File: src/rtl/i2c_gain_regbank.sv
// i2c_gain_regbank
//   Byte-wide register bank sitting between the I2C slave front-end and the
//   PID datapath. Writes land in shadow registers. A commit copies every
//   shadow register into the active set in a single cycle, so the PID core
//   never sees a half-updated gain set. An address pointer auto-increments
//   after each access so that bursts need only one address phase.
//
//   Optional build macro: REGBANK_LOCK_EN
//     defined   -> a lock register (bit 0 only) is placed at
//                  BASE_ADDR+NUM_REGS. While it is set, gain writes are
//                  dropped with err and commit is ignored.
//     undefined -> no lock register; that address is out of range.
module i2c_gain_regbank #(
  parameter int         NUM_REGS  = 4,
  parameter int         DATA_W    = 6,
  parameter int         BUS_W     = 8,
  parameter logic [7:0] BASE_ADDR = 8'h40
) (
  input  logic                       clk,
  input  logic                       rst_n,
  input  logic                       ena,
  input  logic                       addr_load,
  input  logic [7:0]                 reg_addr,
  input  logic                       wr_valid,
  input  logic [BUS_W-1:0]           wr_data,
  input  logic                       rd_req,
  input  logic                       commit,
  output logic [BUS_W-1:0]           rd_data,
  output logic                       rd_valid,
  output logic                       err,
  output logic [NUM_REGS*DATA_W-1:0] gains
);

  localparam int GAIN_LO = int'(BASE_ADDR);

`ifdef REGBANK_LOCK_EN
  // The lock register is the final address the pointer visits before wrapping.
  localparam logic [7:0] LOCK_ADDR = 8'(GAIN_LO + NUM_REGS);
  localparam logic [7:0] TOP_ADDR  = LOCK_ADDR;
`else
  localparam logic [7:0] TOP_ADDR  = 8'(GAIN_LO + NUM_REGS - 1);
`endif

  logic [DATA_W-1:0] shadow [NUM_REGS];
  logic [DATA_W-1:0] active [NUM_REGS];
  logic [7:0]        ptr;

  logic [7:0]          eff;
  logic [7:0]          ptr_next;
  logic [NUM_REGS-1:0] gain_hit;
  logic [DATA_W-1:0]   rd_gain;
  logic                gain_sel;
  logic                lock_hit;
  logic                locked;
  logic                in_range;
  logic                collide;
  logic                do_wr;
  logic                do_rd;
  logic                access;
  logic                wr_store;
  logic                wr_err;

  // Address decode: effective address, per-register hit and read-mux value.
  always_comb begin
    // NOTE: every signal driven here gets a default first, so no path can leave one unassigned and infer a latch.
    eff      = addr_load ? reg_addr : ptr;
    gain_hit = '0;
    rd_gain  = '0;
    for (int i = 0; i < NUM_REGS; i++) begin
      gain_hit[i] = (eff == 8'(GAIN_LO + i));
      if (gain_hit[i]) begin
        rd_gain = shadow[i];
      end
    end
    gain_sel = |gain_hit;
  end

`ifdef REGBANK_LOCK_EN
  logic lock_q;

  assign lock_hit = (eff == LOCK_ADDR);
  assign locked   = lock_q;

  // Lock register: only bit 0 of the bus is kept; it is writable even while set so it can be cleared.
  always_ff @(posedge clk) begin
    if (!rst_n) begin
      lock_q <= 1'b0;
    end else if (do_wr && lock_hit) begin
      lock_q <= wr_data[0];
    end
  end
`else
  assign lock_hit = 1'b0;
  assign locked   = 1'b0;
`endif

  // Request qualification: classify this cycle's strobes into a write, a read or a collision.
  always_comb begin
    in_range = gain_sel | lock_hit;
    collide  = ena & wr_valid & rd_req;
    do_wr    = ena & wr_valid & ~rd_req;
    do_rd    = ena & rd_req & ~wr_valid;
    access   = do_wr | do_rd;
    wr_store = do_wr & gain_sel & ~locked;
    wr_err   = do_wr & (~in_range | (gain_sel & locked));
  end

  // Next pointer after an access: stick on a bad address, wrap after the top address, else step by one.
  always_comb begin
    ptr_next = eff;
    if (in_range) begin
      ptr_next = (eff == TOP_ADDR) ? BASE_ADDR : eff + 8'd1;
    end
  end

  // Address pointer: advances on an access, loads on a bare addr_load, holds on a collision.
  always_ff @(posedge clk) begin
    if (!rst_n) begin
      ptr <= BASE_ADDR;
    end else if (access) begin
      ptr <= ptr_next;
    end else if (ena && addr_load && !collide) begin
      ptr <= reg_addr;
    end
  end

  // Shadow registers: the target of bus writes; only the low DATA_W bits are stored.
  always_ff @(posedge clk) begin
    if (!rst_n) begin
      // NOTE: these small register arrays are reset explicitly, since the PID core must start from zero gains; a RAM would not be.
      for (int i = 0; i < NUM_REGS; i++) begin
        shadow[i] <= '0;
      end
    end else if (wr_store) begin
      for (int i = 0; i < NUM_REGS; i++) begin
        if (gain_hit[i]) begin
          shadow[i] <= wr_data[DATA_W-1:0];
        end
      end
    end
  end

  // Active registers: copied from shadow as one atomic set on commit.
  always_ff @(posedge clk) begin
    if (!rst_n) begin
      for (int i = 0; i < NUM_REGS; i++) begin
        active[i] <= '0;
      end
    end else if (ena && commit && !locked) begin
      // NOTE: non-blocking assignment means a same-cycle write is not yet visible here, so commit copies the pre-write shadow.
      for (int i = 0; i < NUM_REGS; i++) begin
        active[i] <= shadow[i];
      end
    end
  end

  // Registered read data and the one-cycle rd_valid / err pulses.
  always_ff @(posedge clk) begin
    if (!rst_n) begin
      rd_data  <= '0;
      rd_valid <= 1'b0;
      err      <= 1'b0;
    end else begin
      rd_valid <= do_rd;
      err      <= wr_err | collide | (do_rd & ~in_range);
      if (do_rd) begin
        if (gain_sel) begin
          rd_data <= BUS_W'(rd_gain);
        end else if (lock_hit) begin
          rd_data <= BUS_W'(locked);
        end else begin
          rd_data <= '0;
        end
      end
    end
  end

  // Flatten the active set onto the gains bus, index i at [i*DATA_W +: DATA_W].
  for (genvar g = 0; g < NUM_REGS; g++) begin : g_gains
    assign gains[g*DATA_W +: DATA_W] = active[g];
  end

  // Bus bits above DATA_W are discarded on writes.
  if (BUS_W > DATA_W) begin : g_wr_upper
    logic unused_wr_upper;
    assign unused_wr_upper = ^wr_data[BUS_W-1:DATA_W];
  end

endmodule
File: config.mk
export PLATFORM = sky130hd
export DESIGN_NAME = i2c_gain_regbank
export DESIGN_NICKNAME = d
export VERILOG_FILES = /design/src/rtl/i2c_gain_regbank.sv
export SDC_FILE = /design/constraint.sdc
export NUM_CORES = 1
export LEC_CHECK = 0
export BUFFER_PORTS_ARGS = -buffer_cell sky130_fd_sc_hd__buf_2
export CAP_MARGIN = 20
export CORE_UTILIZATION = 59
export CTS_CLUSTER_DIAMETER = 150
export DETAILED_ROUTE_END_ITERATION = 7
export GPL_TIMING_DRIVEN = 0
export PLACE_DENSITY = 0.85
export SYNTH_ARGS = -nofsm -noshare
export SYNTH_HDL_FRONTEND = slang
export SYNTH_SLANG_ARGS = --single-unit
File: constraint.sdc
create_clock -name clk -period 3.6 [get_ports clk]
set_input_delay 0.72 -clock clk [delete_from_list [all_inputs] [get_ports clk]]
set_output_delay 0.72 -clock clk [all_outputs]
set_load 0.1 [all_outputs]
==> results_dict.tcl, run 1 <==
set metrics [dict create \
    hold_viol 0 \
    synth-edff-count 48 \
    drtIter0Drc 161 \
    placed_area_sq_um 3190 \
    finClkSkew_ps 9.11 \
    power.density_nw_per_um2 492 \
    setup.worst_path.start_class "input port" \
    coreArea_sq_um 4690 \
    fmax_ghz 0.366 \
    hold_buffers 0 \
    place.gp.congestion 0.844 \
    ys_seq_area_share_pct 61.3 \
    syn_area_sq_um 2880 \
    p_leak_uw 0.00136 \
    clk_pin_slew_worst_paths_ps 70 \
    ios 57 \
    viasPerCell 5.61 \
    final_cell_count_no_fill 361 \
    dp_hpwl_mm 3.95 \
    min_path_cells 2 \
    yosys_warnings 0 \
    rsz0062_at_grt "no" \
    final_max_slew_viol_count 0 \
    worst_pin_slew_ps 948 \
    avgSynthCellArea_sq_um 11.9 \
    cts-root-buf "clkbuf_8" \
    place_inst 345 \
    grt_max_degree 25 \
    r2r-start "ptr[2]" \
    cp_max_fo 10 \
    rr_worst_depth 5 \
    synth_area_leaders "edfxtp_1, dfxtp_1, and2_1, nand2_1, nand3_1" \
    antenna_found_initial 0 \
    fin_crit_sh_pct 75.8 \
    final_area_sq_um 3360 \
    ys_seq_elements 64 \
    yosysTopAreaCellShare_pct 50.1 \
    diodes 0 \
    first_pass_iters 4 \
    vdd_ir_drop_max_mv 0.255 \
    critical_path_class "input port to register" \
    crit_path_end_kind "register" \
    fin_util_pct 71.6 \
    die_h_microns 71.8 \
    setup_viol_count_final 0 \
    syn_inst 241 \
    wl_per_cell_microns 15.2 \
    vias 2027 \
    post_cts_resized 0 \
    grt.overflow.total 0 \
    first_global_vias 1800 \
    die-area_sq_um 5160 \
    grt.total_usage_pct 23.0 \
    clock_latency_ps 340 \
    clock-sinks 64 \
    crit_arrival_ps 2690 \
    numPortBuffers 49 \
    required_ps 3560 \
    drive_above_1_share_pct 22.8 \
    hold_class "register to register" \
    yosysTopAreaCell "edfxtp_1" \
    area_delta_synth_final_pct 16.8 \
    status "finished clean" \
    synthArstFlopShare_pct 0 \
    wl_mm 5.47 \
    cts_made_buffers 9 \
    final_net_count 329 \
    cts_tree "built" \
    synthTopCellsByCount "and2_1, edfxtp_1, dfxtp_1, nand2_1, nand3_1" \
    die_w_microns 71.8 \
    htree_levels 3 \
    clock_path_buffers 2 \
    hold_start "ptr[2]" \
    ant_nets 0 \
    tns_ps 0 \
    yosysMostFrequentCell "and2_1" \
    rows 25 \
    power_uw 1650 \
    slew_headroom_pct 36.7 \
    r2r_slack_ps 1020 \
    initial_core_util_pct 61.3 \
    maxCapViolations 0 \
    synth.distinct_cells 38 \
    synthFlopType "edfxtp_1" \
    critPathLaunch "addr_load" \
    post-route-min-period_ps 2730 \
    fillerInstances 350 \
    drc 0 \
    grt_first_pass_wirelength_mm 8.65 \
    post-cts-setup-buffer-count 0 \
]
[per-layer routing]
metal / wire length (microns) / track usage [%] / part of all wire, %
met1: 2350 / 27.9 / 43
met2: 2790 / 39.6 / 51
met3: 224 / 5.34 / 4.1
met4: 107 / 9.15 / 2.0
met5: 0 / 0 / 0
[area by class of cell]
cell class	count	area [sq um]	area share, %
multi-input combinational	156	1000	29.9
clock buffer	13	149	4.43
clock inverter	3	17.5	0.522
inverter	7	26.3	0.782
sequential	64	1760	52.5
timing repair buffer	49	245	7.30
tap	54	67.6	2.01
buffer	15	86.3	2.57
[final timing paths]
check,to
hold / removal,ptr[2]
hold reg to reg,ptr[2]
setup reg to reg,shadow[0][4]
setup / recovery,shadow[1][3]
[power breakdown]
part | total (uW) | internal (uW) | leakage, uW | switching (uW)
sequential | 835 | 825 | 0.000633 | 10.4
clock | 540 | 269 | 0.0000883 | 271
combinational | 276 | 56.6 | 0.000640 | 220
total | 1650 | 1150 | 0.00136 | 501
[cells in the final DEF, fill, tap and decap left out, types with 6 or more instances in the layout]
master / instances
and2_1: 50
buf_2: 49
edfxtp_1: 48
dfxtp_1: 16
nand2_1: 15
clkbuf_1: 13
nand3_1: 11
clkbuf_8: 10
o21ai_0: 8
inv_1: 7
a21oi_1: 7
o31ai_1: 7
a22oi_1: 6
nand2b_1: 6
[sequential cells by signal (all words and copies together), names as in the netlist]
signal,cells
ptr,8
active,24
shadow,24
rd_valid,1
err,1
rd_data,6
[critical path, stage by stage]
cell      delay, ps
buf_6           100
clkbuf_1        320
o21a_1          220
ha_1            180
clkbuf_1        310
inv_1           100
o21ai_0         740
[stage by stage]
| step | hold slack [ps] | setup slack [ps] |
|---|---|---|
| 2_1_floorplan | 432 | 953 |
| 3_3_place_gp | 448 | 630 |
| 3_5_place_dp | 454 | 532 |
| 4_1_cts | 465 | 889 |
| 5_1_grt | 479 | 648 |
| 6_report | 461 | 870 |
[cells by family after synthesis]
| group | Yosys count | share of synthesized area [%] |
|---|---|---|
| AOI/OAI and AO/OA | 47 | 11.5 |
| adders and majority gates | 4 | 1.74 |
| buffers and inverters | 22 | 3.92 |
| DFF | 64 | 61.3 |
| muxes | 2 | 0.740 |
| other | 1 | 0.130 |
| and+or+nand+nor | 101 | 20.7 |
Power figures use the tool's default switching activity.
==> run 2: changes to the inputs <==
--- a/config.mk
+++ b/config.mk
@@ -7,11 +7,11 @@
 export LEC_CHECK = 0
 export BUFFER_PORTS_ARGS = -buffer_cell sky130_fd_sc_hd__buf_2
 export CAP_MARGIN = 20
-export CORE_UTILIZATION = 59
+export CORE_UTILIZATION = 49
 export CTS_CLUSTER_DIAMETER = 150
 export DETAILED_ROUTE_END_ITERATION = 7
 export GPL_TIMING_DRIVEN = 0
-export PLACE_DENSITY = 0.85
+export PLACE_DENSITY = 0.75
 export SYNTH_ARGS = -nofsm -noshare
 export SYNTH_HDL_FRONTEND = slang
 export SYNTH_SLANG_ARGS = --single-unit
==> constraint.sdc (replaced) <==
create_clock -name clk -period 2.5 [get_ports clk]
set_input_delay 0.5 -clock clk [delete_from_list [all_inputs] [get_ports clk]]
set_output_delay 0.5 -clock clk [all_outputs]
set_load 0.1 [all_outputs]
==> run 2 against run 1 <==
Against the previous run: cell area up 2.8%; sequential cell count unchanged; sequential share of layout area down 1.4 points; total power up 52%; register-to-register slack worse by 830 ps; non-clock buffer count up 1; combinational power up 47%; clock skew about the same; cell count up 5.3%.
==> results_dict.tcl, run 2 (synthesis results as in run 1) <==
set metrics [dict create \
    status "finished clean" \
    drtIter0Drc 107 \
    die-area_sq_um 6180 \
    final_max_slew_viol_count 0 \
    post-route-min-period_ps 2310 \
    die_w_microns 78.6 \
    viasPerCell 5.23 \
    hold_buffers 0 \
    layout_commonest_cell "and2_1" \
    setup_viol_count_final 0 \
    grt.total_usage_pct 19.7 \
    diodes 0 \
    post-cts-setup-buffer-count 0 \
    cpPeakStageDelay_ps 530 \
    first_global_vias 1795 \
    crit_path_end_kind "register" \
    wl_per_cell_microns 14.5 \
    final_area_sq_um 3450 \
    slew_headroom_pct 56.2 \
    setup.worst_path.start_class "register" \
    vdd_ir_drop_max_mv 0.304 \
    vias 1989 \
    cts-root-buf "clkbuf_8" \
    ios 57 \
    grt_first_pass_wirelength_mm 8.87 \
    p_leak_uw 0.00139 \
    clock-sinks 64 \
    wl_mm 5.50 \
    clk_pin_slew_worst_paths_ps 70 \
    required_ps 2480 \
    cp_max_fo 6 \
    critPathSlowestCell "o21ai_1" \
    drive_above_1_share_pct 24.7 \
    hold_class "input port to register" \
    rsz0062_at_grt "no" \
    die_h_microns 78.6 \
    power.density_nw_per_um2 727 \
    critical_path.cell_chain "or4b_1, o22a_1, nor2_1, nand3_1, o21ai_1" \
    clock_latency_ps 340 \
    clock_path_buffers 2 \
    placed_area_sq_um 3210 \
    top_regs "active (24), shadow (24), ptr (8)" \
    fmax_ghz 0.432 \
    rows 27 \
    dp_hpwl_mm 3.95 \
    area_delta_synth_final_pct 20.1 \
    crit_family "simple AND/OR/NAND/NOR gates" \
    ant_nets 0 \
    first_pass_iters 4 \
    multi_input_area_sq_um 1010 \
    finClkSkew_ps 8.97 \
    htree_levels 3 \
    drc 0 \
    grt_max_degree 25 \
    fin_util_pct 61.9 \
    cts_made_buffers 9 \
    numPortBuffers 49 \
    tns_ps 0 \
    fillerInstances 437 \
    cts_tree "built" \
    regArea_sq_um 1760 \
    initial_core_util_pct 51.6 \
    antenna_found_initial 0 \
    maxCapViolations 0 \
    hold_viol 0 \
    fin_crit_sh_pct 92.6 \
    grt.overflow.total 0 \
    place.gp.congestion 0.789 \
    coreArea_sq_um 5570 \
    final_net_count 330 \
    layout_common_cells "and2_1, buf_2, edfxtp_1, dfxtp_1, nand2_1" \
    worst-path-buf-inv 0 \
    crit_arrival_ps 2290 \
    critical_path_class "register to register" \
    worst_pin_slew_ps 656 \
]
[run 2: cell types whose count changed in the layout (fill, tap and decap cells not counted)]
cell / previous run / this run
inv_4: 2 / 0
nor2b_1: 3 / 2
clkbuf_1: 13 / 9
nor2b_2: 0 / 1
bufinv_16: 0 / 1
clkbuf_8: 10 / 11
o21ai_1: 0 / 4
clkinvlp_4: 0 / 2
clkbuf_2: 0 / 1
o21ai_0: 8 / 4
buf_16: 0 / 1
clkinv_2: 1 / 2
[run 2: worst register-to-register path, stage by stage, from the launching register on]
cell     delay, ps
dfxtp_1        320
or4b_1         500
o22a_1         230
nor2_1         170
nand3_1        180
o21ai_1        530
[run 2: worst paths after layout]
kind                                   from            to  depth (start not counted)  slack (ps)
worst min register to register       ptr[2]        ptr[2]                          2         470
worst max register to register       ptr[4]  shadow[0][0]                          5         190
worst max-delay path                 ptr[4]  shadow[0][0]                          5         190
worst min-delay path            reg_addr[0]        ptr[0]                          3         430
[run 2: routing by layer]
| metal | share of wire, % | GRT usage [%] | routed length, microns |
|---|---|---|---|
| met5 | 0 | 0 | 0 |
| met4 | 1.8 | 10.2 | 100 |
| met3 | 5.9 | 6.86 | 324 |
| met2 | 50 | 30.9 | 2730 |
| met1 | 43 | 23.9 | 2340 |
[run 2: cell type report]
class / instances / area share (%)
sequential: 64 / 51.0
multi-input combinational: 156 / 29.2
timing repair buffer: 50 / 7.90
clock buffer: 11 / 4.39
tap: 72 / 2.61
buffer: 15 / 2.54
clock inverter: 5 / 1.59
inverter: 7 / 0.761
[run 2: timing repair]
| item | in CTS | in global routing |
|---|---|---|
| setup endpoints to repair | 12 | 12 |
| resized for setup | 3 | 4 |
| gates cloned | 0 | 0 |
[run 2: report_power, final]
group	switching, uW	leakage (uW)	internal, uW	total, uW
clock network	392	0.000101	511	903
logic	318	0.000657	88.0	406
registers	14.8	0.000633	1190	1200
[run 2: stage by stage]
stage               hold WS, ps  power [uW]  worst slack [ps]  std cells
floorplan                   432        1540              73.3        242
global placement            449        1620              -282        363
detailed placement          458        1620              -315        363
CTS                         405        2520              53.0        379
global route                432        2600              60.0        380
finish                      428        2510               185        380
